**config.mk**
```make
export PLATFORM = sky130hd
export DESIGN_NAME = seg_display_scan
export DESIGN_NICKNAME = d
export VERILOG_FILES = /design/src/rtl/seg_pkg.sv /design/src/rtl/seg_display_scan_hex_to_seg.sv /design/src/rtl/seg_display_scan.sv
export SDC_FILE = /design/constraint.sdc
export NUM_CORES = 1
export LEC_CHECK = 0
export ABC_AREA = 1
export CAP_MARGIN = 20
export CORE_ASPECT_RATIO = 0.7
export CORE_UTILIZATION = 49
export CTS_BUF_LIST = sky130_fd_sc_hd__clkbuf_16
export DETAILED_ROUTE_END_ITERATION = 10
export PLACE_DENSITY = 0.74
export SYNTH_ARGS = -nofsm -noshare
export SYNTH_HDL_FRONTEND = slang
export SYNTH_SLANG_ARGS = --single-unit
```
**constraint.sdc**
```tcl
create_clock -name clk -period 1.9 [get_ports clk]
set_clock_uncertainty 0.2 [all_clocks]
set_input_delay 0.38 -clock clk [delete_from_list [all_inputs] [get_ports clk]]
set_output_delay 0.38 -clock clk [all_outputs]
set_load 0.005 [all_outputs]
```
**src/rtl/seg_pkg.sv**
```systemverilog
// Shared 7-segment definitions: segment vector type, blank code and the
// active-low {g,f,e,d,c,b,a} decode table for hex digits 0-F.
package seg_pkg;

  typedef logic [6:0] seg_t;

  localparam seg_t SEG_BLANK = 7'h7F;

  localparam seg_t SEG_HEX [16] = '{
    7'h40, 7'h79, 7'h24, 7'h30, 7'h19, 7'h12, 7'h02, 7'h78,
    7'h00, 7'h10, 7'h08, 7'h03, 7'h46, 7'h21, 7'h06, 7'h0E
  };

endpackage

```
**src/rtl/seg_display_scan_hex_to_seg.sv**
```systemverilog
// Combinational hex nibble to active-low 7-segment decode, shared by
// display blocks.
module hex_to_seg
  import seg_pkg::*;
(
  input  logic [3:0] value,
  output seg_t       seg
);

  always_comb begin
    seg = SEG_HEX[value];
  end

endmodule

```
**src/rtl/seg_display_scan.sv**
```systemverilog
// Multiplexed common-anode 7-segment driver with frame-synchronous digit load.
// Optional build macro LEADING_ZERO_BLANK_EN blanks leading zero digits.
module seg_display_scan
  import seg_pkg::*;
#(
  parameter int DIGITS      = 4,
  parameter int REFRESH_DIV = 50000
) (
  input  logic                  clk,
  input  logic                  reset,
  input  logic [DIGITS*4-1:0]   in,
  input  logic                  enable,
  output logic [DIGITS-1:0]     an,
  output logic [6:0]            seg,
  output logic                  frame_done
);

  localparam int DW = $clog2(REFRESH_DIV);
  localparam int IW = (DIGITS > 1) ? $clog2(DIGITS) : 1;
  localparam logic [DW-1:0] DIV_LAST = DW'(REFRESH_DIV - 1);
  localparam logic [IW-1:0] IDX_LAST = IW'(DIGITS - 1);

  logic [DW-1:0]       div_cnt;
  logic [IW-1:0]       idx;
  logic [DIGITS*4-1:0] shadow;
  logic                div_wrap;
  logic                frame_end;
  logic [3:0]          nibble;
  seg_t                digit_seg;
  logic [DIGITS-1:0]   an_next;
  logic                blank;

  assign div_wrap  = (div_cnt == DIV_LAST);
  assign frame_end = div_wrap && (idx == IDX_LAST);

  // Digit select as a compare-mux so non-power-of-two DIGITS never slices past shadow.
  always_comb begin
    nibble  = 4'h0;
    an_next = '1;
    for (int unsigned i = 0; i < DIGITS; i++) begin
      if (idx == IW'(i)) begin
        nibble     = shadow[i*4 +: 4];
        an_next[i] = 1'b0;
      end
    end
  end

  hex_to_seg u_hex_to_seg (
    .value (nibble),
    .seg   (digit_seg)
  );

`ifdef LEADING_ZERO_BLANK_EN
  logic [DIGITS-1:0] upper_zero;

  // upper_zero[i] is set when nibbles i..DIGITS-1 are all zero.
  always_comb begin
    logic        acc;
    int unsigned d;
    acc        = 1'b1;
    upper_zero = '0;
    for (int unsigned k = 0; k < DIGITS; k++) begin
      d             = DIGITS - 1 - k;
      acc           = acc && (shadow[d*4 +: 4] == 4'h0);
      upper_zero[d] = acc;
    end
  end

  always_comb begin
    blank = 1'b0;
    for (int unsigned i = 0; i < DIGITS; i++) begin
      if (idx == IW'(i)) begin
        blank = (i != 0) && upper_zero[i];
      end
    end
  end
`else
  assign blank = 1'b0;
`endif

  always_ff @(posedge clk) begin
    if (reset) begin
      div_cnt    <= '0;
      idx        <= '0;
      shadow     <= '0;
      an         <= '1;
      seg        <= SEG_BLANK;
      frame_done <= 1'b0;
    end else begin
      div_cnt <= div_wrap ? '0 : div_cnt + 1'b1;
      if (div_wrap) begin
        idx <= (idx == IDX_LAST) ? '0 : idx + 1'b1;
      end
      if (frame_end) begin
        shadow <= in;
      end
      frame_done <= frame_end;
      an         <= enable ? an_next : '1;
      seg        <= (enable && !blank) ? digit_seg : SEG_BLANK;
    end
  end

endmodule

```
==> results of run 1 <==
[cells in the final DEF, fill, tap and decap left out, types with 3 or more instances in the layout]
cell type        instances
buf_4                   23
inv_2                    4
dfxtp_1                 43
nand2_2                 22
clkdlybuf4s50_1         30
nor2_2                   3
or2_0                    3
ha_4                     7
nand2_4                  4
nand2_1                 80
nor3_1                   6
nand3_1                 37
nand3_2                  8
nor2_4                   5
buf_6                    5
inv_1                   24
nand4_1                  5
nor2_1                  20
a21oi_1                 17
clkbuf_16                6
inv_4                    5
ha_1                     3
[synth_stat cells, drive strengths merged]
library cell	instances
ha	11
nor3	7
nand4	6
dfxtp	46
inv	33
or2	6
o21ai	2
nor2	27
nor3b	1
clkinv	2
nand2	106
nand3b	1
nand3	45
clkbuf	1
o21bai	1
a21oi	19
buf	7
[through the flow]
step	power (mW)	area, um2
2_1_floorplan	1.03	2320
3_3_place_gp	1.10	2770
3_5_place_dp	1.10	2770
4_1_cts	1.92	3130
5_1_grt	1.98	3310
6_report	1.92	3310
[kinds of logic after synthesis]
family          Yosys count  synth area share
flops                    46             0.400
buf+inv                  43            0.0843
fa+ha+maj                11            0.0598
simple gates            199             0.407
compound gates           22            0.0489
[sequential cells by signal, summed over array words and instances (netlist names)]
signal / flops
an: 4
div_cnt: 16
frame_done: 1
idx: 2
seg: 7
shadow: 16
[cell type report]
type                       count  share of cell area
sequential                    46               0.281
inverter                      35              0.0439
timing repair buffer          62               0.184
tap                           55              0.0208
multi-input combinational    234               0.427
clock inverter                 3             0.00492
clock buffer                   5              0.0378
[how the worst min path moves through the flow]
stage	start	endpoint	depth (start not counted)
after global routing	div_cnt[0]	div_cnt[0]	1
final	div_cnt[0]	div_cnt[0]	1
after global placement	div_cnt[0]	div_cnt[0]	1
after floorplan	div_cnt[0]	div_cnt[0]	1
after CTS	div_cnt[0]	div_cnt[0]	1
after detailed placement	div_cnt[0]	div_cnt[0]	1
[repair_timing]
| action | CTS | global route |
|---|---|---|
| setup endpoints to repair | 7 | 34 |
| pin swaps | 8 | 22 |
| gates cloned | 0 | 4 |
| resized for setup | 39 | 28 |
| setup buffers | 7 | 4 |
[worst max-delay path, delay by kind of cell, from the launching register on]
family / cells / cell delay (ns)
AND/OR/NAND/NOR: 8 / 0.67
flip-flops: 1 / 0.39
buffers and inverters: 3 / 0.30
adder cells (fa/ha/maj): 2 / 0.33
[per-layer routing]
layer / up-vias / part of all wire / track usage / wire, um
met5: - / 0 / 0 / 0
met4: 0 / 0.016 / 0.0862 / 107
met3: 15 / 0.089 / 0.0501 / 580
met2: 131 / 0.45 / 0.376 / 2960
met1: 1076 / 0.44 / 0.336 / 2860
li1: 1153 / - / - / -
[where the power goes]
group          leakage (nW)  total [mW]  switching, mW  internal, mW
Clock                0.0672       0.834          0.355         0.480
Combinational         0.956       0.102         0.0422        0.0600
Sequential            0.375       0.980        0.00528         0.975
==> impl_metrics.toml, run 1 <==
[final_layout]
final_core_util = 0.747
nNetsFinal = 414
fill_cells = 308
multi_input_area_um2 = 1410
drive_gt1_frac = 0.286
register_area_um2 = 930
antenna_cells = 0
final_cells = 440
areaGrowthSynthToFinish_pct = 43.8

[critical_path]
arrival_ns = 1.96
r2r_start = "idx[0]"
critPathLaunchType = "flop"
reg2reg_slack_ns = -0.09
r2r_cells = 13
end_kind = "flop"
cp_cell_sequence = "buf_6 -> ha_4 -> inv_4 -> nand2_2 -> nand3_2 -> nand2_2 -> nand2_4 -> buf_12 -> ha_4 -> nand3_2 -> nor2_1 -> nor2_1 -> nand2_1"
crit_start = "idx[0]"
cp_max_fo = 6
crit_path_max_incr_delay_ns = 0.39
worst_ep_required_time_ns = 1.87
crit_end = "seg[5]"
reg2reg_to = "seg[5]"
crit_path_top_delay_cell = "dfxtp_4"
worstSetupPathType = "reg -> reg"

[clock_network]
cts_sinks = 46
cts_max_path_buffers = 2
cts_max_level = 2
clkLatencyLatePin_ns = 0.29
numCtsBuffers = 5
hold_buffers = 0
tritoncts = "yes"
root_buffer = "clkbuf_16"
path_clk_slew_ns = 0.06

[grt]
grt_pass1_vias = 2010
grt_overflow = 0
grt_max_degree = 18
grt_pass1_wl_um = 9310
grt_antenna_before_repair = 0
grt_usage = 0.241

[yosys]
syn_inst = 321
ys_top_cells_by_area = "dfxtp_1 (40%), nand2_1 (15%), nand3_1 (9.4%)"
syn_area_per_cell_um2 = 7.17
syn_area_um2 = 2300
synth_cell_type_count = 29
yosys_warnings = 0
ys_seq_elements = 46
yosysSeqAreaShare = 0.400
syn_nets = 351
synth.top_cell.area_share = 0.400
yosysTopAreaCell = "dfxtp_1"

[timing]
min_period_over_period = 1.05
holdWs_ns = 0.216
rsz0062_at_grt = "true"
setup_viol_count_final = 5
worst_slew_pin_slew_ns = 0.473
setup_ws_ns = -0.0902
max_freq_mhz = 502
slew_violations = 0
min_period_ns = 1.99
finalHoldViolations = 0
setup_tns_ns = -0.200
relSlewSlack = 0.684

[placed_design]
port_buffers = 30
gp_congestion = 0.841
dp_cells = 417
place_ws_ns = -0.191
dp.final_hpwl_um = 3820

[status]
status = "finished, violations left"
failed_checks = "DRC, setup timing"

[pwr]
peakVddDrop_mv = 0.337
leakage_nw = 1.40
cellPowerDensity_nw_per_um2 = 579

[detailed_routing]
drc = 5
drt-initial-drc-count = 202
dr.pass1.iters = 8
viasPerCell = 5.40
drt-wirelength-per-cell_um = 14.8
drtAntennaViolNets = 0
wirelength_um = 6510
num_vias = 2375

[floorplanning]
core_area_um2 = 4430
rows = 20
dieHeight_um = 59.3
initial_core_util = 0.519
pin_count = 31
die_w_um = 83.9
dieArea_um2 = 4980

[min_path]
hold_path_class = "reg -> reg"

[job]
cap_violations = 0
Power figures use the tool's default switching activity.
==> inputs of run 2 (changes only) <==
- CTS_CLUSTER_DIAMETER: default -> 200
==> results of run 2 <==
No change in the layout: final DEF, timing and power equal those of run 1.
==> inputs of run 3 (changes only) <==
- ABC_AREA: 1 -> default
- CORE_UTILIZATION: 49 -> 48
- PLACE_DENSITY: 0.74 -> 0.72
- SYNTH_HIERARCHICAL: default -> 1
==> run 3 against run 2 <==
Against the previous run: the run ends with setup timing left; count of clock-buffer cells in the layout unchanged; final area decreased by 3.9%; via count decreased by 19%.
==> impl_metrics.toml, run 3 <==
[pwr]
p_sw_frac = 0.204
p_switching_uw = 390
leakage_nw = 1.24
finalPower_mw = 1.91
combPwrFrac = 0.057
p_int_mw = 1.52
peakVddDrop_mv = 0.503
seqPwrFrac = 0.513
cellPowerDensity_nw_per_um2 = 601
pwr-share-clk = 0.430

[yosys]
ys_seq_elements = 46
synth_edf_count = 0
synth_adder_area_share = 0.0743
synthMuxAreaShare = 0.0155
syn_inst = 215
synth_cell_type_count = 33
syn_area_um2 = 2020
synth_compound_area_frac = 0.139
syn_nets = 246
yosys_warnings = 6
ys_top_cells_by_area = "dfxtp_1 (46%), ha_1 (7.4%), a22o_1 (6.9%)"
yosys.area_share.simple = 0.210
synthXorXnorAreaFrac = 0.0607
synthArstFlopShare = 0
syn_area_per_cell_um2 = 9.39
yosysSeqAreaShare = 0.456
yosysMostFrequentCell = "dfxtp_1"
synth_ff_type = "dfxtp_1"
yosysTopAreaCell = "dfxtp_1"
synth_top_family_by_area = "simple AND/OR/NAND/NOR gates"
synthTopCellsByCount = "dfxtp_1 (46), nand2_1 (21), nor2_1 (19)"
synth.top_cell.area_share = 0.456

[final_layout]
drive_gt1_frac = 0.361
antenna_cells = 0
final_common_cell = "dfxtp_1"
nNetsFinal = 324
final_area_um2 = 3180
layout_common_cells = "dfxtp_1 (43), buf_4 (36), clkdlybuf4s50_1 (30)"
areaGrowthSynthToFinish_pct = 57.4
top_regs = "div_cnt x16, shadow x16, seg x7"

[detailed_routing]
drt-initial-drc-count = 143
num_vias = 1921
dr.pass1.iters = 4
wirelength_um = 5820
drc = 0
viasPerCell = 5.55
drtAntennaViolNets = 0
drt-wirelength-per-cell_um = 16.8

[timing]
relSlewSlack = 0.683
max_freq_mhz = 430
finalHoldViolations = 0
min_period_ns = 2.33
rsz0062_at_grt = "true"
min_period_over_period = 1.22
worst_slew_pin_slew_ns = 0.472
setup_ws_ns = -0.425
setup_viol_count_final = 41
slew_violations = 0

[placed_design]
placed_cell_area_um2 = 2750
port_buffers = 30
dp.final_hpwl_um = 3290
gp_congestion = 0.934

[floorplanning]
dieHeight_um = 56.3
rows = 19
dieArea_um2 = 4470
initial_core_util = 0.509
pin_count = 31
core_area_um2 = 3970
die_w_um = 79.5

[critical_path]
worstSetupPathType = "reg -> reg"
crit_path_max_incr_delay_ns = 0.38
cp_cell_sequence = "inv_4 -> ha_4 -> nand3b_1 -> a21oi_2 -> a21oi_2 -> o21ai_2 -> buf_4 -> buf_6 -> ha_4 -> nand2_4 -> a21boi_2 -> o21ai_1 -> nand2b_1"
cp_max_fo = 6
worst_ep_required_time_ns = 1.93
crit_start = "idx[1]"
crit_path_top_delay_cell = "dfxtp_4"
r2r_start = "idx[1]"
arrival_ns = 2.35
end_kind = "flop"
critPathLaunchType = "flop"

[clock_network]
numCtsBuffers = 5
tritoncts = "yes"
root_buffer = "clkbuf_16"
path_clk_slew_ns = 0.06
clkLatencyLatePin_ns = 0.29
cts_max_path_buffers = 2
cts_max_level = 2
hold_buffers = 0
cts_sinks = 46

[grt]
grt_max_degree = 18
grt_pass1_vias = 1626
grt_pass1_wl_um = 7780
grt_overflow = 0
grt_antenna_before_repair = 0
grt_usage = 0.231

[job]
cap_violations = 0

[status]
status = "finished, violations left"
failed_checks = "setup timing"

[min_path]
min-delay-start = "shadow[14]"
hold_path_class = "reg -> reg"
==> run 3: layout make-up <==
class	instances	area (um2)
timing repair buffer	80	739
multi-input combinational	152	1270
clock inverter	3	12.5
fill	232	791
tap	52	65.1
inverter	8	35.0
sequential	46	930
clock buffer	5	125
==> run 3: final timing paths <==
check | endpoint | slack [ns] | depth (start not counted)
min reg2reg | shadow[14] | 0.30 | 1
max | seg[6] | -0.43 | 13
max reg2reg | seg[6] | -0.43 | 13
min | shadow[14] | 0.30 | 1
==> run 3: power by group through the flow <==
stage	combinational (mW)	sequential, mW	clock (mW)
2_1_floorplan	0.0238	1.00	0
3_3_place_gp	0.103	1.00	0
3_5_place_dp	0.104	1.00	0
4_1_cts	0.107	0.982	0.824
5_1_grt	0.118	0.981	0.874
6_report	0.108	0.980	0.822
==> run 3: metrics by stage <==
step	instances	TNS [ns]	hold slack, ns	worst slack (ns)	util
final	346	-13.56	0.296	-0.425	0.801
after CTS	342	-11.33	0.288	-0.315	0.760
after global routing	346	-15.90	0.301	-0.522	0.801
after global placement	328	-10.92	0.262	-0.348	0.693
after detailed placement	328	-11.56	0.275	-0.358	0.693
after floorplan	215	-11.81	0.229	-0.440	-
==> run 3: what timing repair did <==
item	CTS	global route
setup buffers	5	5
pin swaps	16	13
endpoints found under the hold margin	0	0
endpoints found under the setup margin	41	41
gates cloned	2	0
gates resized for setup	22	30
==> run 3: kinds of logic (layout without fill, tap and decap cells) <==
| kind of cell | after synthesis | in the layout |
|---|---|---|
| compound gates | 42 | 42 |
| flops | 46 | 46 |
| xor+xnor | 14 | 14 |
| buf+inv | 17 | 96 |
| fa+ha+maj | 12 | 12 |
| mux | 3 | 3 |
| simple gates | 81 | 81 |
==> run 3: critical path, delay by kind of cell (launching register included) <==
family	cells	cell delay (ns)
simple gates	3	0.38
flops	1	0.38
compound gates	5	0.66
buf+inv	3	0.30
fa+ha+maj	2	0.33
==> run 3: metal layers <==
layer  part of all wire  vias up  track usage
met5                  0        -            0
met4              0.024        0       0.0857
met3              0.068       17       0.0602
met2               0.46       95        0.313
met1               0.45      897        0.346
li1                   -      912            -
